`src/rtl/multicycle_control_fsm_if.sv`:
```
// ----------------------------------------------------------------------------
// multicycle_control_fsm_if
// Control bundle between the multicycle sequencer and the RV32 datapath.
//   inst       : IR contents fed back to the sequencer
//   zero       : ALU zero flag (same-cycle, combinational)
//   pc_write .. alu_ctrl : datapath enables and mux selects
//   state_dbg, retire, instret, halted : debug / CPI observation view
// Modports:
//   master : the sequencer (consumes inst/zero, drives all controls)
//   slave  : the datapath side (drives inst/zero, consumes controls)
// ----------------------------------------------------------------------------
interface multicycle_control_fsm_if #(
  parameter int INSTRET_W = 32
);
  logic [31:0]          inst;
  logic                 zero;
  logic                 pc_write;
  logic                 iord;
  logic                 mem_read;
  logic                 mem_write;
  logic                 ir_write;
  logic                 mem_to_reg;
  logic                 reg_write;
  logic                 alu_src_a;
  logic [1:0]           alu_src_b;
  logic                 pc_source;
  logic [3:0]           alu_ctrl;
  logic [3:0]           state_dbg;
  logic                 retire;
  logic [INSTRET_W-1:0] instret;
  logic                 halted;

  modport master (
    input  inst, zero,
    output pc_write, iord, mem_read, mem_write, ir_write, mem_to_reg,
           reg_write, alu_src_a, alu_src_b, pc_source, alu_ctrl,
           state_dbg, retire, instret, halted
  );

  modport slave (
    output inst, zero,
    input  pc_write, iord, mem_read, mem_write, ir_write, mem_to_reg,
           reg_write, alu_src_a, alu_src_b, pc_source, alu_ctrl,
           state_dbg, retire, instret, halted
  );
endinterface

```
`src/rtl/multicycle_control_fsm.sv`:
```
// ----------------------------------------------------------------------------
// multicycle_control_fsm
// Main sequencer for the multicycle RV32 datapath. Decodes the IR and drives
// every datapath enable/select plus the 4-bit ALU control, one state per
// cycle. Supports lw, sw, R-type add/sub/and/or, addi and beq; any other
// encoding parks the core in HALT until reset.
// Ports:
//   clk    : clock
//   reset  : synchronous, active-high reset
//   bus    : control bundle (master modport), see multicycle_control_fsm_if
// Parameters:
//   INSTRET_W : width of the retired-instruction counter (wraps)
// ----------------------------------------------------------------------------
module multicycle_control_fsm #(
  parameter int INSTRET_W = 32
) (
  input  logic                             clk,
  input  logic                             reset,
  multicycle_control_fsm_if.master         bus
);

  typedef enum logic [3:0] {
    S_FETCH     = 4'd0,
    S_DECODE    = 4'd1,
    S_MEM_ADDR  = 4'd2,
    S_MEM_READ  = 4'd3,
    S_MEM_WB    = 4'd4,
    S_MEM_WRITE = 4'd5,
    S_EXEC_R    = 4'd6,
    S_ALU_WB    = 4'd7,
    S_EXEC_I    = 4'd8,
    S_BRANCH    = 4'd9,
    S_HALT      = 4'd10
  } state_t;

  localparam logic [6:0] OP_LOAD   = 7'b0000011;
  localparam logic [6:0] OP_STORE  = 7'b0100011;
  localparam logic [6:0] OP_RTYPE  = 7'b0110011;
  localparam logic [6:0] OP_IMM    = 7'b0010011;
  localparam logic [6:0] OP_BRANCH = 7'b1100011;

  localparam logic [3:0] ALU_AND = 4'b0000;
  localparam logic [3:0] ALU_OR  = 4'b0001;
  localparam logic [3:0] ALU_ADD = 4'b0010;
  localparam logic [3:0] ALU_SUB = 4'b0110;

  // R-type legality: only add/sub/and/or with the base funct7 encodings.
  function automatic logic rtype_legal(input logic [6:0] f7, input logic [2:0] f3);
    logic v_ok;
    v_ok = 1'b0;
    if (f7 == 7'b0000000) begin
      v_ok = (f3 == 3'b000) || (f3 == 3'b111) || (f3 == 3'b110);
    end else if (f7 == 7'b0100000) begin
      v_ok = (f3 == 3'b000);
    end else begin
      v_ok = 1'b0;
    end
    return v_ok;
  endfunction

  // ALU operation for a (legal) R-type instruction.
  function automatic logic [3:0] rtype_alu(input logic [6:0] f7, input logic [2:0] f3);
    logic [3:0] v_ctrl;
    v_ctrl = ALU_ADD;
    case (f3)
      3'b000:  v_ctrl = (f7 == 7'b0100000) ? ALU_SUB : ALU_ADD;
      3'b111:  v_ctrl = ALU_AND;
      3'b110:  v_ctrl = ALU_OR;
      default: v_ctrl = ALU_ADD;
    endcase
    return v_ctrl;
  endfunction

  state_t                r_state;
  state_t                w_next;
  logic [INSTRET_W-1:0]  r_instret;

  logic [6:0] w_opcode;
  logic [2:0] w_funct3;
  logic [6:0] w_funct7;
  logic       w_unused_inst_bits;

  assign w_opcode = bus.inst[6:0];
  assign w_funct3 = bus.inst[14:12];
  assign w_funct7 = bus.inst[31:25];
  // Register and immediate fields belong to the datapath, not to sequencing.
  assign w_unused_inst_bits = ^{bus.inst[24:15], bus.inst[11:7]};

  // Raw (pre-reset-gating) Moore decode of the current state.
  logic       w_pc_write;
  logic       w_iord;
  logic       w_mem_read;
  logic       w_mem_write;
  logic       w_ir_write;
  logic       w_mem_to_reg;
  logic       w_reg_write;
  logic       w_alu_src_a;
  logic [1:0] w_alu_src_b;
  logic       w_pc_source;
  logic [3:0] w_alu_ctrl;
  logic       w_retire;
  logic       w_halted;

  // State register: reset always restarts at FETCH.
  always_ff @(posedge clk) begin
    if (reset) begin
      r_state <= S_FETCH;
    end else begin
      r_state <= w_next;
    end
  end

  // Retired-instruction counter, bumped at the end of each retire cycle.
  always_ff @(posedge clk) begin
    if (reset) begin
      r_instret <= '0;
    end else if (w_retire) begin
      r_instret <= r_instret + {{(INSTRET_W-1){1'b0}}, 1'b1};
    end else begin
      r_instret <= r_instret;
    end
  end

  // Next-state logic; the IR is stable from DECODE onward, so later states
  // may still look at the opcode (MEM_ADDR splits lw/sw on it).
  always_comb begin
    w_next = r_state;
    case (r_state)
      S_FETCH:  w_next = S_DECODE;
      S_DECODE: begin
        if ((w_opcode == OP_LOAD) && (w_funct3 == 3'b010)) begin
          w_next = S_MEM_ADDR;
        end else if ((w_opcode == OP_STORE) && (w_funct3 == 3'b010)) begin
          w_next = S_MEM_ADDR;
        end else if ((w_opcode == OP_RTYPE) && rtype_legal(w_funct7, w_funct3)) begin
          w_next = S_EXEC_R;
        end else if ((w_opcode == OP_IMM) && (w_funct3 == 3'b000)) begin
          w_next = S_EXEC_I;
        end else if ((w_opcode == OP_BRANCH) && (w_funct3 == 3'b000)) begin
          w_next = S_BRANCH;
        end else begin
          w_next = S_HALT;
        end
      end
      S_MEM_ADDR:  w_next = (w_opcode == OP_STORE) ? S_MEM_WRITE : S_MEM_READ;
      S_MEM_READ:  w_next = S_MEM_WB;
      S_MEM_WB:    w_next = S_FETCH;
      S_MEM_WRITE: w_next = S_FETCH;
      S_EXEC_R:    w_next = S_ALU_WB;
      S_EXEC_I:    w_next = S_ALU_WB;
      S_ALU_WB:    w_next = S_FETCH;
      S_BRANCH:    w_next = S_FETCH;
      S_HALT:      w_next = S_HALT;
      default:     w_next = S_HALT;
    endcase
  end

  // Moore output decode; only BRANCH's pc_write looks at the live zero flag.
  always_comb begin
    w_pc_write   = 1'b0;
    w_iord       = 1'b0;
    w_mem_read   = 1'b0;
    w_mem_write  = 1'b0;
    w_ir_write   = 1'b0;
    w_mem_to_reg = 1'b0;
    w_reg_write  = 1'b0;
    w_alu_src_a  = 1'b0;
    w_alu_src_b  = 2'b00;
    w_pc_source  = 1'b0;
    w_alu_ctrl   = ALU_ADD;
    w_retire     = 1'b0;
    w_halted     = 1'b0;
    case (r_state)
      S_FETCH: begin
        w_mem_read  = 1'b1;
        w_ir_write  = 1'b1;
        w_alu_src_b = 2'b01;
      end
      S_DECODE: begin
        // PC <= PC+4 from ALUOut while the ALU forms the branch target.
        w_pc_write  = 1'b1;
        w_pc_source = 1'b1;
        w_alu_src_b = 2'b10;
      end
      S_MEM_ADDR: begin
        w_alu_src_a = 1'b1;
        w_alu_src_b = 2'b10;
      end
      S_MEM_READ: begin
        w_iord     = 1'b1;
        w_mem_read = 1'b1;
      end
      S_MEM_WB: begin
        w_mem_to_reg = 1'b1;
        w_reg_write  = 1'b1;
        w_retire     = 1'b1;
      end
      S_MEM_WRITE: begin
        w_iord      = 1'b1;
        w_mem_write = 1'b1;
        w_retire    = 1'b1;
      end
      S_EXEC_R: begin
        w_alu_src_a = 1'b1;
        w_alu_ctrl  = rtype_alu(w_funct7, w_funct3);
      end
      S_EXEC_I: begin
        w_alu_src_a = 1'b1;
        w_alu_src_b = 2'b10;
      end
      S_ALU_WB: begin
        w_reg_write = 1'b1;
        w_retire    = 1'b1;
      end
      S_BRANCH: begin
        w_alu_src_a = 1'b1;
        w_alu_ctrl  = ALU_SUB;
        w_pc_source = 1'b1;
        w_pc_write  = bus.zero;
        w_retire    = 1'b1;
      end
      S_HALT: begin
        w_halted = 1'b1;
      end
      default: begin
        w_halted = 1'b0;
      end
    endcase
  end

  // While reset is high the datapath sees an idle bus (ALU parked on ADD),
  // so an aborted instruction cannot fire any write in that cycle.
  always_comb begin
    bus.pc_write   = 1'b0;
    bus.iord       = 1'b0;
    bus.mem_read   = 1'b0;
    bus.mem_write  = 1'b0;
    bus.ir_write   = 1'b0;
    bus.mem_to_reg = 1'b0;
    bus.reg_write  = 1'b0;
    bus.alu_src_a  = 1'b0;
    bus.alu_src_b  = 2'b00;
    bus.pc_source  = 1'b0;
    bus.alu_ctrl   = ALU_ADD;
    bus.state_dbg  = 4'd0;
    bus.retire     = 1'b0;
    bus.instret    = '0;
    bus.halted     = 1'b0;
    if (!reset) begin
      bus.pc_write   = w_pc_write;
      bus.iord       = w_iord;
      bus.mem_read   = w_mem_read;
      bus.mem_write  = w_mem_write;
      bus.ir_write   = w_ir_write;
      bus.mem_to_reg = w_mem_to_reg;
      bus.reg_write  = w_reg_write;
      bus.alu_src_a  = w_alu_src_a;
      bus.alu_src_b  = w_alu_src_b;
      bus.pc_source  = w_pc_source;
      bus.alu_ctrl   = w_alu_ctrl;
      bus.state_dbg  = r_state;
      bus.retire     = w_retire;
      bus.instret    = r_instret;
      bus.halted     = w_halted;
    end else begin
      bus.alu_ctrl   = ALU_ADD;
    end
  end

endmodule

```
`src/flat_wrapper.sv`:
```
// flat-port wrapper written by rule: the top's interface ports become plain ports
module multicycle_control_fsm_flat 
#(
  parameter int INSTRET_W = 32
)
  (clk, reset, bus_inst, bus_zero, bus_pc_write, bus_iord, bus_mem_read, bus_mem_write, bus_ir_write, bus_mem_to_reg, bus_reg_write, bus_alu_src_a, bus_alu_src_b, bus_pc_source, bus_alu_ctrl, bus_state_dbg, bus_retire, bus_instret, bus_halted);
  multicycle_control_fsm_if #(.INSTRET_W(INSTRET_W)) bus_i ();
  input  logic clk;
  input  logic reset;
  input wire logic [$bits(bus_i.inst)-1:0] bus_inst;
  input wire logic [$bits(bus_i.zero)-1:0] bus_zero;
  output wire logic [$bits(bus_i.pc_write)-1:0] bus_pc_write;
  output wire logic [$bits(bus_i.iord)-1:0] bus_iord;
  output wire logic [$bits(bus_i.mem_read)-1:0] bus_mem_read;
  output wire logic [$bits(bus_i.mem_write)-1:0] bus_mem_write;
  output wire logic [$bits(bus_i.ir_write)-1:0] bus_ir_write;
  output wire logic [$bits(bus_i.mem_to_reg)-1:0] bus_mem_to_reg;
  output wire logic [$bits(bus_i.reg_write)-1:0] bus_reg_write;
  output wire logic [$bits(bus_i.alu_src_a)-1:0] bus_alu_src_a;
  output wire logic [$bits(bus_i.alu_src_b)-1:0] bus_alu_src_b;
  output wire logic [$bits(bus_i.pc_source)-1:0] bus_pc_source;
  output wire logic [$bits(bus_i.alu_ctrl)-1:0] bus_alu_ctrl;
  output wire logic [$bits(bus_i.state_dbg)-1:0] bus_state_dbg;
  output wire logic [$bits(bus_i.retire)-1:0] bus_retire;
  output wire logic [$bits(bus_i.instret)-1:0] bus_instret;
  output wire logic [$bits(bus_i.halted)-1:0] bus_halted;
  assign bus_i.inst = bus_inst;
  assign bus_i.zero = bus_zero;
  assign bus_pc_write = bus_i.pc_write;
  assign bus_iord = bus_i.iord;
  assign bus_mem_read = bus_i.mem_read;
  assign bus_mem_write = bus_i.mem_write;
  assign bus_ir_write = bus_i.ir_write;
  assign bus_mem_to_reg = bus_i.mem_to_reg;
  assign bus_reg_write = bus_i.reg_write;
  assign bus_alu_src_a = bus_i.alu_src_a;
  assign bus_alu_src_b = bus_i.alu_src_b;
  assign bus_pc_source = bus_i.pc_source;
  assign bus_alu_ctrl = bus_i.alu_ctrl;
  assign bus_state_dbg = bus_i.state_dbg;
  assign bus_retire = bus_i.retire;
  assign bus_instret = bus_i.instret;
  assign bus_halted = bus_i.halted;
  multicycle_control_fsm #(.INSTRET_W(INSTRET_W)) u_core (.clk(clk), .reset(reset), .bus(bus_i));
endmodule
```
`config.mk`:
```
export PLATFORM = sky130hd
export DESIGN_NAME = multicycle_control_fsm_flat
export DESIGN_NICKNAME = d
export VERILOG_FILES = /design/src/rtl/multicycle_control_fsm_if.sv /design/src/rtl/multicycle_control_fsm.sv /design/src/flat_wrapper.sv
export SDC_FILE = /design/constraint.sdc
export NUM_CORES = 1
export LEC_CHECK = 0
export BUFFER_PORTS_ARGS = -buffer_cell sky130_fd_sc_hd__buf_2
export CAP_MARGIN = 20
export CORE_ASPECT_RATIO = 1.4
export CORE_MARGIN = 2
export CORE_UTILIZATION = 50
export CTS_CLUSTER_DIAMETER = 100
export DETAILED_ROUTE_END_ITERATION = 8
export GPL_TIMING_DRIVEN = 0
export PLACE_DENSITY = 0.8
export SLEW_MARGIN = 20
export SYNTH_ARGS = -nofsm -noshare
export SYNTH_HDL_FRONTEND = slang
export SYNTH_SLANG_ARGS = --single-unit
```
`constraint.sdc`:
```
create_clock -name clk -period 4.79 [get_ports clk]
set_clock_uncertainty 0.1 [all_clocks]
set_input_delay 0.958 -clock clk [delete_from_list [all_inputs] [get_ports clk]]
set_output_delay 0.958 -clock clk [all_outputs]
set_load 0.005 [all_outputs]
```
; ---- Word level (Yosys, flattened, before mapping)
; Index checks and enable logic that the tools add are counted.
[op_classes]
eq_ne = 19
n_reduce_logical = 18
n_shift = 0
n_mul = 0
div_mod_pow = 0
n_bitwise = 0
n_lt_le_gt_ge = 0
addsub = 1
mux = 42
[ops]
columns = operator, n
row1 = 32-bit by 1-bit adder with 32-bit output (second input constant), 1
row2 = 32-bit two-way mux, 1
row3 = 1-bit two-way mux, 26
row4 = 4-bit two-way mux, 6
row5 = 4-bit one-hot mux with 6 select lines, 1
row6 = 7-bit by 6-bit == test with 1-bit output (second input constant), 3
row7 = 4-bit by 3-bit == test with 1-bit output (second input constant), 4
row8 = 4-bit == test (second input constant), 3
row9 = 4-bit one-hot mux with 3 select lines, 1
row10 = 2-bit OR reduction, 5
row11 = 4-bit by 2-bit == test with 1-bit output (second input constant), 2
row12 = 4-bit one-hot mux with 2 select lines, 1
row13 = 4-bit OR reduction, 2
row14 = 7-bit by 2-bit == test with 1-bit output (second input constant), 1
row15 = 7-bit by 5-bit == test with 1-bit output (second input constant), 1
row16 = 7-bit == test (second input constant), 1
row17 = 7-bit logical NOT, 1
row18 = 3-bit == test (second input constant), 2
row19 = 3-bit two-way mux, 2
row20 = 1-bit logical AND, 5
row21 = 4-bit by 1-bit == test with 1-bit output (second input constant), 1
row22 = 4-bit logical NOT, 1
row23 = 2-bit two-way mux, 2
row24 = 2-bit one-hot mux with 2 select lines, 1
row25 = 5 further kinds, 6
[word_totals]
mem_bits_ro = 0
in_bits = 35
elab_cells = 82
ram_bits = 0
mem_count = 0
latchBits = 0
output_inout_bits = 53
reg_bits = 36

; ---- Longest topological paths before layout
; Gate-level depths: netlist of run 1.
[depth]
ltp_word = 12
mapped_depth = 7
mapped_depth_nobuf = 5

; ---- Least setup slack after synthesis of run 1
; Ideal clock, no wire load.
[synth_timing]
kind = input port to output port
from = input port reset
to = output port bus_alu_ctrl[2]
path_stages = 4
arrival_time_ns = 1.880
setup_slack_ns = 1.852
n_path_buf = 3
cell_sequence = clkbuf_1 clkbuf_1 buf_1 nor2_1
[synth_via]
elab_chain_cells = 1
[synth_lines]
columns = element, line_no
row1 = "start, declared", flat_wrapper.sv:9  ; input logic reset;
row2 = 4-bit two-way mux, multicycle_control_fsm.sv:249  ; if (!reset) begin
row3 = "end, declared", flat_wrapper.sv:22  ; output wire logic [$bits(bus_i.alu_ctrl)-1:0] bus_alu_ctrl;
; Every way passes these cells.

; ---- Worst setup path after layout of run 1
[layout_timing]
from = input port reset
to = output port bus_retire
[layout_via]
elab_chain_cells = 1
[layout_lines]
columns = element, line_no
row1 = 1-bit two-way mux, multicycle_control_fsm.sv:249
row2 = "end, declared", flat_wrapper.sv:24  ; output wire logic [$bits(bus_i.retire)-1:0] bus_retire;
; Every way passes these cells.

==> key figures, run 1 <==
Min path
  • Hold Path Sink: u_core.r_instret[10]
  • Worst Hold Depth: 2
  • Worst Hold Class: register to register
  • Hold Path Origin: u_core.r_instret[10]

Route
  • Drt drc: 0
  • Routed vias: 2558
  • Routed WL per cell: approximately 14 microns
  • Via density: 5.65
  • Post-route ant nets: 0
  • 1st-iter DRT viols: 129
  • First-pass iteration count of the detailed router: 4
  • Detailed Route WL: 6.32 mm

Yosys
  • Post-synthesis register bit count: 36
  • FFs w/ async S/R, synth: 0
  • XOR/XNOR share of the synthesized area: 0.0107
  • Post-synthesis mux area share: 0.105
  • Syn Area/Cell: around 8 sq um
  • Syn nets: 347
  • Register area share after synthesis: 0.295
  • Post-synthesis adder-cell area fraction: 0.00512
  • Synthesized area: roughly 2400 sq um
  • Main flop type after synthesis: dfxtp_1
  • Number of synthesized flops with an enable pin: 0
  • Compound-Gate Fraction of Synth Area: 0.110
  • Largest family of logic cells by synthesized area: simple AND/OR/NAND/NOR gates
  • Post-synth top area share: 0.295
  • Post-Synth Simple-Gate Area: 0.419
  • Top cells by area, synth: dfxtp_1 29%, mux2_2 9.7%, nor2b_1 9.5%
  • Biggest area consumer among synthesized cells: dfxtp_1
  • Netlist cell types: between 40 and 50
  • Cell count after synthesis: between 300 and 400
  • Ys Warns: 0

Finish
  • ANT cells: 0
  • Final Non-Filler Cells: roughly 450
  • Final Cell Area: just under 3000 sq um
  • Most common cell after layout, fill and taps aside: buf_2
  • Register Area: 721 sq um
  • Final #Nets: 424
  • Area Overhead vs Synth: 22.0%
  • Commonest non-fill, non-tap cells in the layout: 74 x buf_2, 40 x nor2_1, 37 x nor2b_1, 36 x dfxtp_1, 21 x mux2_2
  • Share of layout cells above drive strength 1: 0.290
  • Filler cells: approximately 460
  • Final design utilization: 0.626
  • Area of the multi-input gates: about 1600 sq um

Setup path
  • CP startpoint kind: input pin
  • FF-to-FF setup slack: between 2 and 3 ns
  • Worst Path Required: roughly 3.7 ns
  • Critical Path AT: 2.57 ns
  • Worst reg-to-reg path cell count: 5
  • Reg2reg end: u_core.r_instret[29]
  • Worst setup EP type: output pin
  • CP Max Fanout: 10
  • FF-to-FF Start: u_core.r_instret[4]
  • Critical path class: input pin to output pin

Timing
  • Final slew viol count: 0
  • Final hold violations: 0
  • Fin crit share: 0.758
  • Fmax: around 0.28 GHz
  • # setup viols final: 0
  • Max-slew headroom: 0.557
  • Worst Max-Slew Pin Slew: 0.662 ns
  • Min cycle time layout: ~3.6 ns
  • RSZ-0062 raised after global routing: no
  • TNS Setup: 0 ns

Power and ir drop
  • Int Pwr: about 550 uW
  • Clk pwr share: 0.330
  • Power, Total: around 800 uW
  • Combinational Power Share: 0.267
  • Leak: around 1.3 nW
  • Sw frac: 0.306
  • Seq pwr share: 0.403
  • Pwr per Cell Area: approximately 270 nW/um^2
  • Worst VDD drop: between 0.15 and 0.2 mV
  • Net Sw Power: approximately 240 uW

Clocking
  • CTS tree: built
  • Post-cts repair resize count: 0
  • CTS Buf Count: 5
  • Worst-Skew Late Latency: between 0.2 and 0.3 ns
  • CTS root buf: clkbuf_8
  • CTS max path bufs: 2
  • CTS sink count: 36
  • CTS clk-pin slew, worst paths: about 0.070 ns
  • Hold Buf Count CTS: 0
  • Number of H-tree levels: 2
  • Post-CTS Setup Inserts: 0

Die
  • Die Ht: just under 90 microns
  • Initial Util: 0.513
  • Core Area: ~4800 sq um
  • Die ar.: roughly 5500 sq um
  • Die width: around 63 microns
  • Rows: 30
  • Top Ports: 88

Place
  • Placer Congestion: approximately 0.89
  • Dpl cells: approximately 450
  • Dpl cell area: ~2900 sq um
  • Placed wire-length estimate: about 4.8 mm
  • Port bufs: 70

Outcome
  • Outcome: complete, no violations

Global routing
  • Largest net degree at the start of global routing: 12
  • GRT Total Usage: 0.236
  • Initial antenna violation count: 0
  • Global-route wire length before repair: a little over 10 mm
  • Overflow after GRT: 0
  • Vias in the first global route: 2351

Job
  • Max_cap viols: 0
==> worst max-delay path by stage <==
stage          start              end  cells after the start
6_report       reset       bus_retire                      5
5_1_grt        reset       bus_retire                      5
4_1_cts        reset       bus_retire                      5
3_5_place_dp   reset       bus_retire                      5
3_3_place_gp   reset       bus_retire                      5
2_1_floorplan  reset  bus_alu_ctrl[2]                      4
==> worst max-delay path, cell delays in order <==
cell	delay (ns)
clkbuf_1	0.41
clkbuf_1	0.45
buf_1	0.49
nor2_1	0.11
buf_2	0.15
==> power by group through the flow <==
stage	Combinational [mW]	Sequential, mW	Clock, mW
after CTS	0.212	0.322	0.267
after global placement	0.208	0.328	0
final	0.213	0.322	0.264
after detailed placement	0.211	0.329	0
after global routing	0.238	0.324	0.280
after floorplan	0.149	0.325	0
==> cell families (layout without fill, tap and decap cells) <==
family / count (synthesis) / in the layout
simple gates: 181 / 181
compound gates: 36 / 36
flops: 36 / 36
buf+inv: 30 / 108
mux: 23 / 23
xor+xnor: 3 / 3
fa+ha+maj: 1 / 1
other cells: 1 / 1
==> per-layer routing <==
layer | vias to the layer above | part of all wire | wire length [microns] | GRT usage
met5 | - | 0 | 0 | 0
met4 | 0 | 0.016 | 100 | 0.103
met3 | 9 | 0.048 | 303 | 0.0364
met2 | 83 | 0.53 | 3360 | 0.437
met1 | 1188 | 0.40 | 2550 | 0.265
li1 | 1278 | - | - | -
==> synth_stat cells (6+ instances only) <==
cell type / instances
a21oi_1: 8
and3_1: 6
and4_1: 7
clkbuf_1: 14
dfxtp_1: 36
inv_1: 7
mux2_2: 21
nand2_1: 17
nand3_1: 10
nand4_1: 7
nor2_1: 40
nor2b_1: 37
nor3_1: 18
nor4_1: 12
o21ai_0: 11
or3_1: 6
==> sequential cells by signal, indices dropped and copies added (netlist names) <==
signal            cells
u_core.r_instret     32
u_core.r_state        4
==> layout make-up <==
cell class                 count  area share
buffer                        23      0.0357
clock buffer                   6      0.0243
sequential                    36       0.242
multi-input combinational    245       0.534
clock inverter                 2      0.0117
timing repair buffer          70       0.117
tap                           64      0.0268
inverter                       7     0.00881
==> through the flow <==
stage	worst slack [ns]	hold slack, ns
3_5_place_dp	1.20	0.415
3_3_place_gp	1.21	0.397
4_1_cts	1.17	0.426
6_report	1.16	0.434
5_1_grt	1.02	0.456
2_1_floorplan	1.85	0.375
No activity file was read; power rests on OpenSTA's default activity.
==> run 2, diff against run 1 <==
Settings changed: CORE_UTILIZATION 50 to 45, PLACE_DENSITY 0.8 to 0.76.
Clock period 4.79 ns to 3.11 ns, I/O delays scaled along.
==> key figures, run 2 (same netlist as run 1, synthesis figures left out) <==
Die
  • Initial Util: 0.470
  • Die Ht: 91.2 microns
  • Die ar.: 6050 sq um
  • Core Area: 5200 sq um
  • Die width: around 66 microns
  • Rows: 31
  • Top Ports: 88

Timing
  • # setup viols final: 0
  • Min cycle time layout: 2.94 ns
  • Final slew viol count: 0
  • Worst Max-Slew Pin Slew: 0.610 ns
  • RSZ-0062 raised after global routing: no
  • Final hold violations: 0
  • Fmax: 0.340 GHz
  • Hold_ws: approximately 0.43 ns
  • Fin crit share: 0.945
  • Max-slew headroom: 0.591
  • TNS Setup: 0 ns

Finish
  • Largest register FFs: 32
  • Commonest non-fill, non-tap cells in the layout: 74 x buf_2, 40 x nor2_1, 37 x nor2b_1, 36 x dfxtp_1, 21 x mux2_2
  • Area Overhead vs Synth: 21.3%
  • Share of layout cells above drive strength 1: 0.293
  • Most common cell after layout, fill and taps aside: buf_2
  • Final #Nets: between 400 and 500
  • ANT cells: 0
  • Biggest register: u_core.r_instret
  • Regs by FF count: u_core.r_instret: 32 flops, u_core.r_state: 4 flops

Setup path
  • CP startpoint kind: input pin
  • Slowest cell on the critical path: buf_1
  • Buf+Inv Stages, Crit Path: 4
  • Critical path's largest stage delay: 0.47 ns
  • Worst reg-to-reg path cell count: 5
  • Cells along the critical path: clkbuf_1, clkbuf_1, buf_1, nor2_1, buf_2
  • Worst Path Required: roughly 2.4 ns
  • Critical path's most frequent cell: clkbuf_1
  • Critical Path AT: ~2.2 ns
  • FF-to-FF Start: u_core.r_instret[4]
  • FF-to-FF setup slack: between 0.9 and 1 ns
  • Worst setup EP type: output pin
  • CP Max Fanout: 10
  • Top Family by Delay on Critical Path: buffers and inverters
  • Reg2reg end: u_core.r_instret[29]
  • Critical path class: input pin to output pin

Clocking
  • Post-cts repair resize count: 0
  • Number of H-tree levels: 2
  • CTS root buf: clkbuf_8
  • Hold Buf Count CTS: 0
  • Post-CTS Setup Inserts: 0
  • CTS Buf Count: 5
  • CTS sink count: 36
  • CTS clk-pin slew, worst paths: around 0.07 ns
  • Worst-Skew Late Latency: around 0.29 ns
  • CTS tree: built
  • CTS max path bufs: 2

Global routing
  • Initial antenna violation count: 0
  • Largest net degree at the start of global routing: 13
  • Global-route wire length before repair: ~11 mm
  • Vias in the first global route: roughly 2400
  • Overflow after GRT: 0
  • GRT Total Usage: 0.221

Min path
  • Hold Path Origin: u_core.r_instret[10]
  • Hold Path Sink: u_core.r_instret[10]
  • Worst Hold Depth: 2
  • Worst Hold Class: register to register

Route
  • Drt drc: 0
  • First-pass iteration count of the detailed router: 5
  • Via density: 5.59
  • 1st-iter DRT viols: between 100 and 150
  • Detailed Route WL: roughly 6.4 mm
  • Routed WL per cell: 14.0 microns
  • Routed vias: 2545
  • Post-route ant nets: 0

Place
  • Port bufs: 70
  • Placed wire-length estimate: around 4.9 mm
  • Placer Congestion: a little under 0.9

Job
  • Max_cap viols: 0

Power and ir drop
  • Pwr per Cell Area: between 300 and 400 nW/um^2
  • Leak: between 1 and 1.5 nW
  • Worst VDD drop: just under 0.2 mV

Outcome
  • Outcome: complete, no violations
## run 2: cell types whose count changed in the layout (fill, tap and decap cells not counted)
cell / delta
bufinv_16: -1
clkbuf_1: -1
clkinv_2: +1
clkinv_4: +1
## run 2: stage by stage
step / power [mW] / utilization / std cells / setup slack, ns / cell area, sq um
2_1_floorplan: 0.731 / - / 311 / 0.844 / 2440
3_3_place_gp: 0.829 / 0.554 / 447 / 0.186 / 2880
3_5_place_dp: 0.833 / 0.554 / 447 / 0.150 / 2880
4_1_cts: 1.16 / 0.571 / 455 / 0.148 / 2970
5_1_grt: 1.23 / 0.571 / 455 / 0.0408 / 2970
6_report: 1.16 / 0.571 / 455 / 0.171 / 2970
## run 2: worst max path at each step
stage,from,end,depth (start not counted)
after global placement,reset,bus_retire,5
after floorplan,reset,bus_alu_ctrl[2],4
after global routing,reset,bus_retire,5
final,reset,bus_retire,5
after CTS,reset,bus_retire,5
after detailed placement,reset,bus_retire,5
## run 2: power by group
group	leakage, nW	switching (mW)	internal, mW
logic	0.938	0.189	0.137
registers	0.291	0.0174	0.478
clock network	0.0479	0.180	0.156
total	1.28	0.387	0.772
## run 2: worst min-delay path, cell delays in order, from the launching register on
cell and delay [ns]:
dfxtp_1 0.35, o31ai_1 0.08, a21oi_1 0.06
## run 2: layer usage
layer | track usage | up-vias | part of all wire
met1 | 0.252 | 1180 | 0.41
met4 | 0.0850 | 0 | 0.023
met5 | 0 | - | 0
li1 | - | 1274 | -
met2 | 0.399 | 76 | 0.52
met3 | 0.0335 | 15 | 0.047
## run 2: area by class of cell
type                       instances  area [sq um]
timing repair buffer              70           350
multi-input combinational        245          1590
sequential                        36           721
clock buffer                       5          68.8
clock inverter                     3          18.8
buffer                            23           106
inverter                           7          26.3
fill                             519          2230
tap                               66          82.6
==> run 3, diff against run 2 <==
Settings changed: CORE_MARGIN 2 to default, RECOVER_POWER from default to 25.
==> key figures, run 3 (same netlist as run 1, synthesis figures left out) <==
Setup path
  • Critical path's largest stage delay: between 0.4 and 0.5 ns
  • CP Max Fanout: 10
  • FF-to-FF Start: u_core.r_state[1]
  • Critical Path AT: 2.03 ns
  • Critical path's most frequent cell: clkbuf_1
  • Worst setup startpoint: reset
  • Cells along the critical path: clkbuf_1, clkbuf_1, clkbuf_2, nor2_1, buf_2
  • Slowest cell on the critical path: clkbuf_1
  • Top Family by Delay on Critical Path: buffers and inverters
  • Critical path class: input pin to output pin
  • Worst Path Required: 2.39 ns
  • Buf+Inv Stages, Crit Path: 4
  • CP startpoint kind: input pin
  • Worst setup EP type: output pin

Finish
  • Area of the multi-input gates: about 1600 sq um
  • Largest register FFs: 32
  • ANT cells: 0
  • Final Cell Area: between 2000 and 3000 sq um
  • Filler cells: 524
  • Register Area: just over 700 sq um
  • Commonest non-fill, non-tap cells in the layout: 62 x buf_2, 40 x nor2_1, 37 x nor2b_1, 36 x dfxtp_1
  • Final design utilization: 0.571
  • Biggest register: u_core.r_instret
  • Regs by FF count: u_core.r_instret: 32 flops, u_core.r_state: 4 flops
  • Most common cell after layout, fill and taps aside: buf_2
  • Share of layout cells above drive strength 1: 0.272
  • Final #Nets: between 400 and 500
  • Area Overhead vs Synth: 21.3%

Global routing
  • Overflow after GRT: 0
  • Largest net degree at the start of global routing: 12
  • GRT Total Usage: 0.222
  • Initial antenna violation count: 0
  • Global-route wire length before repair: between 9 and 10 mm
  • Vias in the first global route: 2364

Die
  • Die width: between 60 and 70 microns
  • Die ar.: 5740 sq um
  • Initial Util: 0.470
  • Top Ports: 88
  • Die Ht: between 80 and 90 microns
  • Core Area: roughly 5200 sq um
  • Rows: 31

Timing
  • Min cycle time layout: about 2.7 ns
  • Final hold violations: 0
  • Fmax: 0.364 GHz
  • Fin crit share: 0.884
  • # setup viols final: 0
  • Final slew viol count: 0
  • Worst Max-Slew Pin Slew: ~1.2 ns
  • Max-slew headroom: 0.209
  • RSZ-0062 raised after global routing: no
  • TNS Setup: 0 ns

Clocking
  • CTS clk-pin slew, worst paths: 0.07 ns
  • CTS sink count: 36
  • CTS Buf Count: 5
  • CTS root buf: clkbuf_8
  • Hold Buf Count CTS: 0
  • Number of H-tree levels: 2
  • Worst-Skew Late Latency: roughly 0.30 ns
  • CTS max path bufs: 2
  • CTS tree: built

Place
  • Placed wire-length estimate: 4.82 mm
  • Dpl cell area: 2880 sq um
  • Placer Congestion: around 0.84
  • Port bufs: 70

Route
  • Via density: 5.63
  • Post-route ant nets: 0
  • Routed WL per cell: around 14 microns
  • 1st-iter DRT viols: 98
  • First-pass iteration count of the detailed router: 4
  • Routed vias: ~2600
  • Drt drc: 0
  • Detailed Route WL: around 6.3 mm

Min path
  • Hold Path Origin: u_core.r_instret[10]
  • Worst Hold Class: register to register

Power and ir drop
  • Worst VDD drop: 0.279 mV
  • Leak: 1.27 nW
  • Pwr per Cell Area: ~430 nW/um^2

Job
  • Max_cap viols: 0

Outcome
  • Outcome: complete, no violations
[run 3: final cells by class]
type / instances / area share
Multi-Input combinational cell: 245 / 0.526
Inverter: 7 / 0.00886
Sequential cell: 36 / 0.243
Timing Repair Buffer: 70 / 0.116
Clock inverter: 1 / 0.0101
Tap cell: 66 / 0.0278
Buffer: 23 / 0.0354
Clock buffer: 7 / 0.0325
[run 3: where the power goes]
part | leakage [nW] | internal (mW) | switching [mW]
Combinational | 0.918 | 0.137 | 0.184
Clock | 0.0645 | 0.283 | 0.173
Sequential | 0.291 | 0.479 | 0.0180
Total | 1.27 | 0.899 | 0.376
[run 3: routing by layer]
metal  track usage  vias up  part of all wire
met3        0.0395        9             0.046
li1              -     1267                 -
met4         0.121        0             0.016
met5             0        -                 0
met2         0.420       85              0.54
met1         0.230     1200              0.40
[run 3: path summary, 6_finish.rpt]
path	slack, ns	cells past startpoint	endpoint
setup reg to reg	0.47	6	u_core.r_instret[18]
setup / recovery	0.36	5	bus_retire
hold / removal	0.41	2	u_core.r_instret[10]
hold reg to reg	0.41	2	u_core.r_instret[10]
[run 3: metrics by stage]
stage          setup slack (ns)  hold slack, ns  power, mW  std cells
6_report                  0.361           0.414       1.27        455
5_1_grt                   0.182           0.453       1.35        455
4_1_cts                   0.155           0.416       1.29        455
3_5_place_dp              0.154           0.407      0.832        447
3_3_place_gp              0.170           0.395      0.827        447
2_1_floorplan             0.844           0.375      0.731        311
[run 3: repair_timing]
| item | in CTS | in global routing |
|---|---|---|
| setup buffers | 0 | 0 |
| gates resized for setup | 0 | 1 |
| hold endpoints to repair | 0 | 0 |
| endpoints found under the setup margin | 0 | 1 |
[run 3: worst min-delay path: cells and delay by family (launching register included)]
family	cells	cell delay, ns
AOI/OAI and AO/OA	2	0.12
DFF	1	0.34
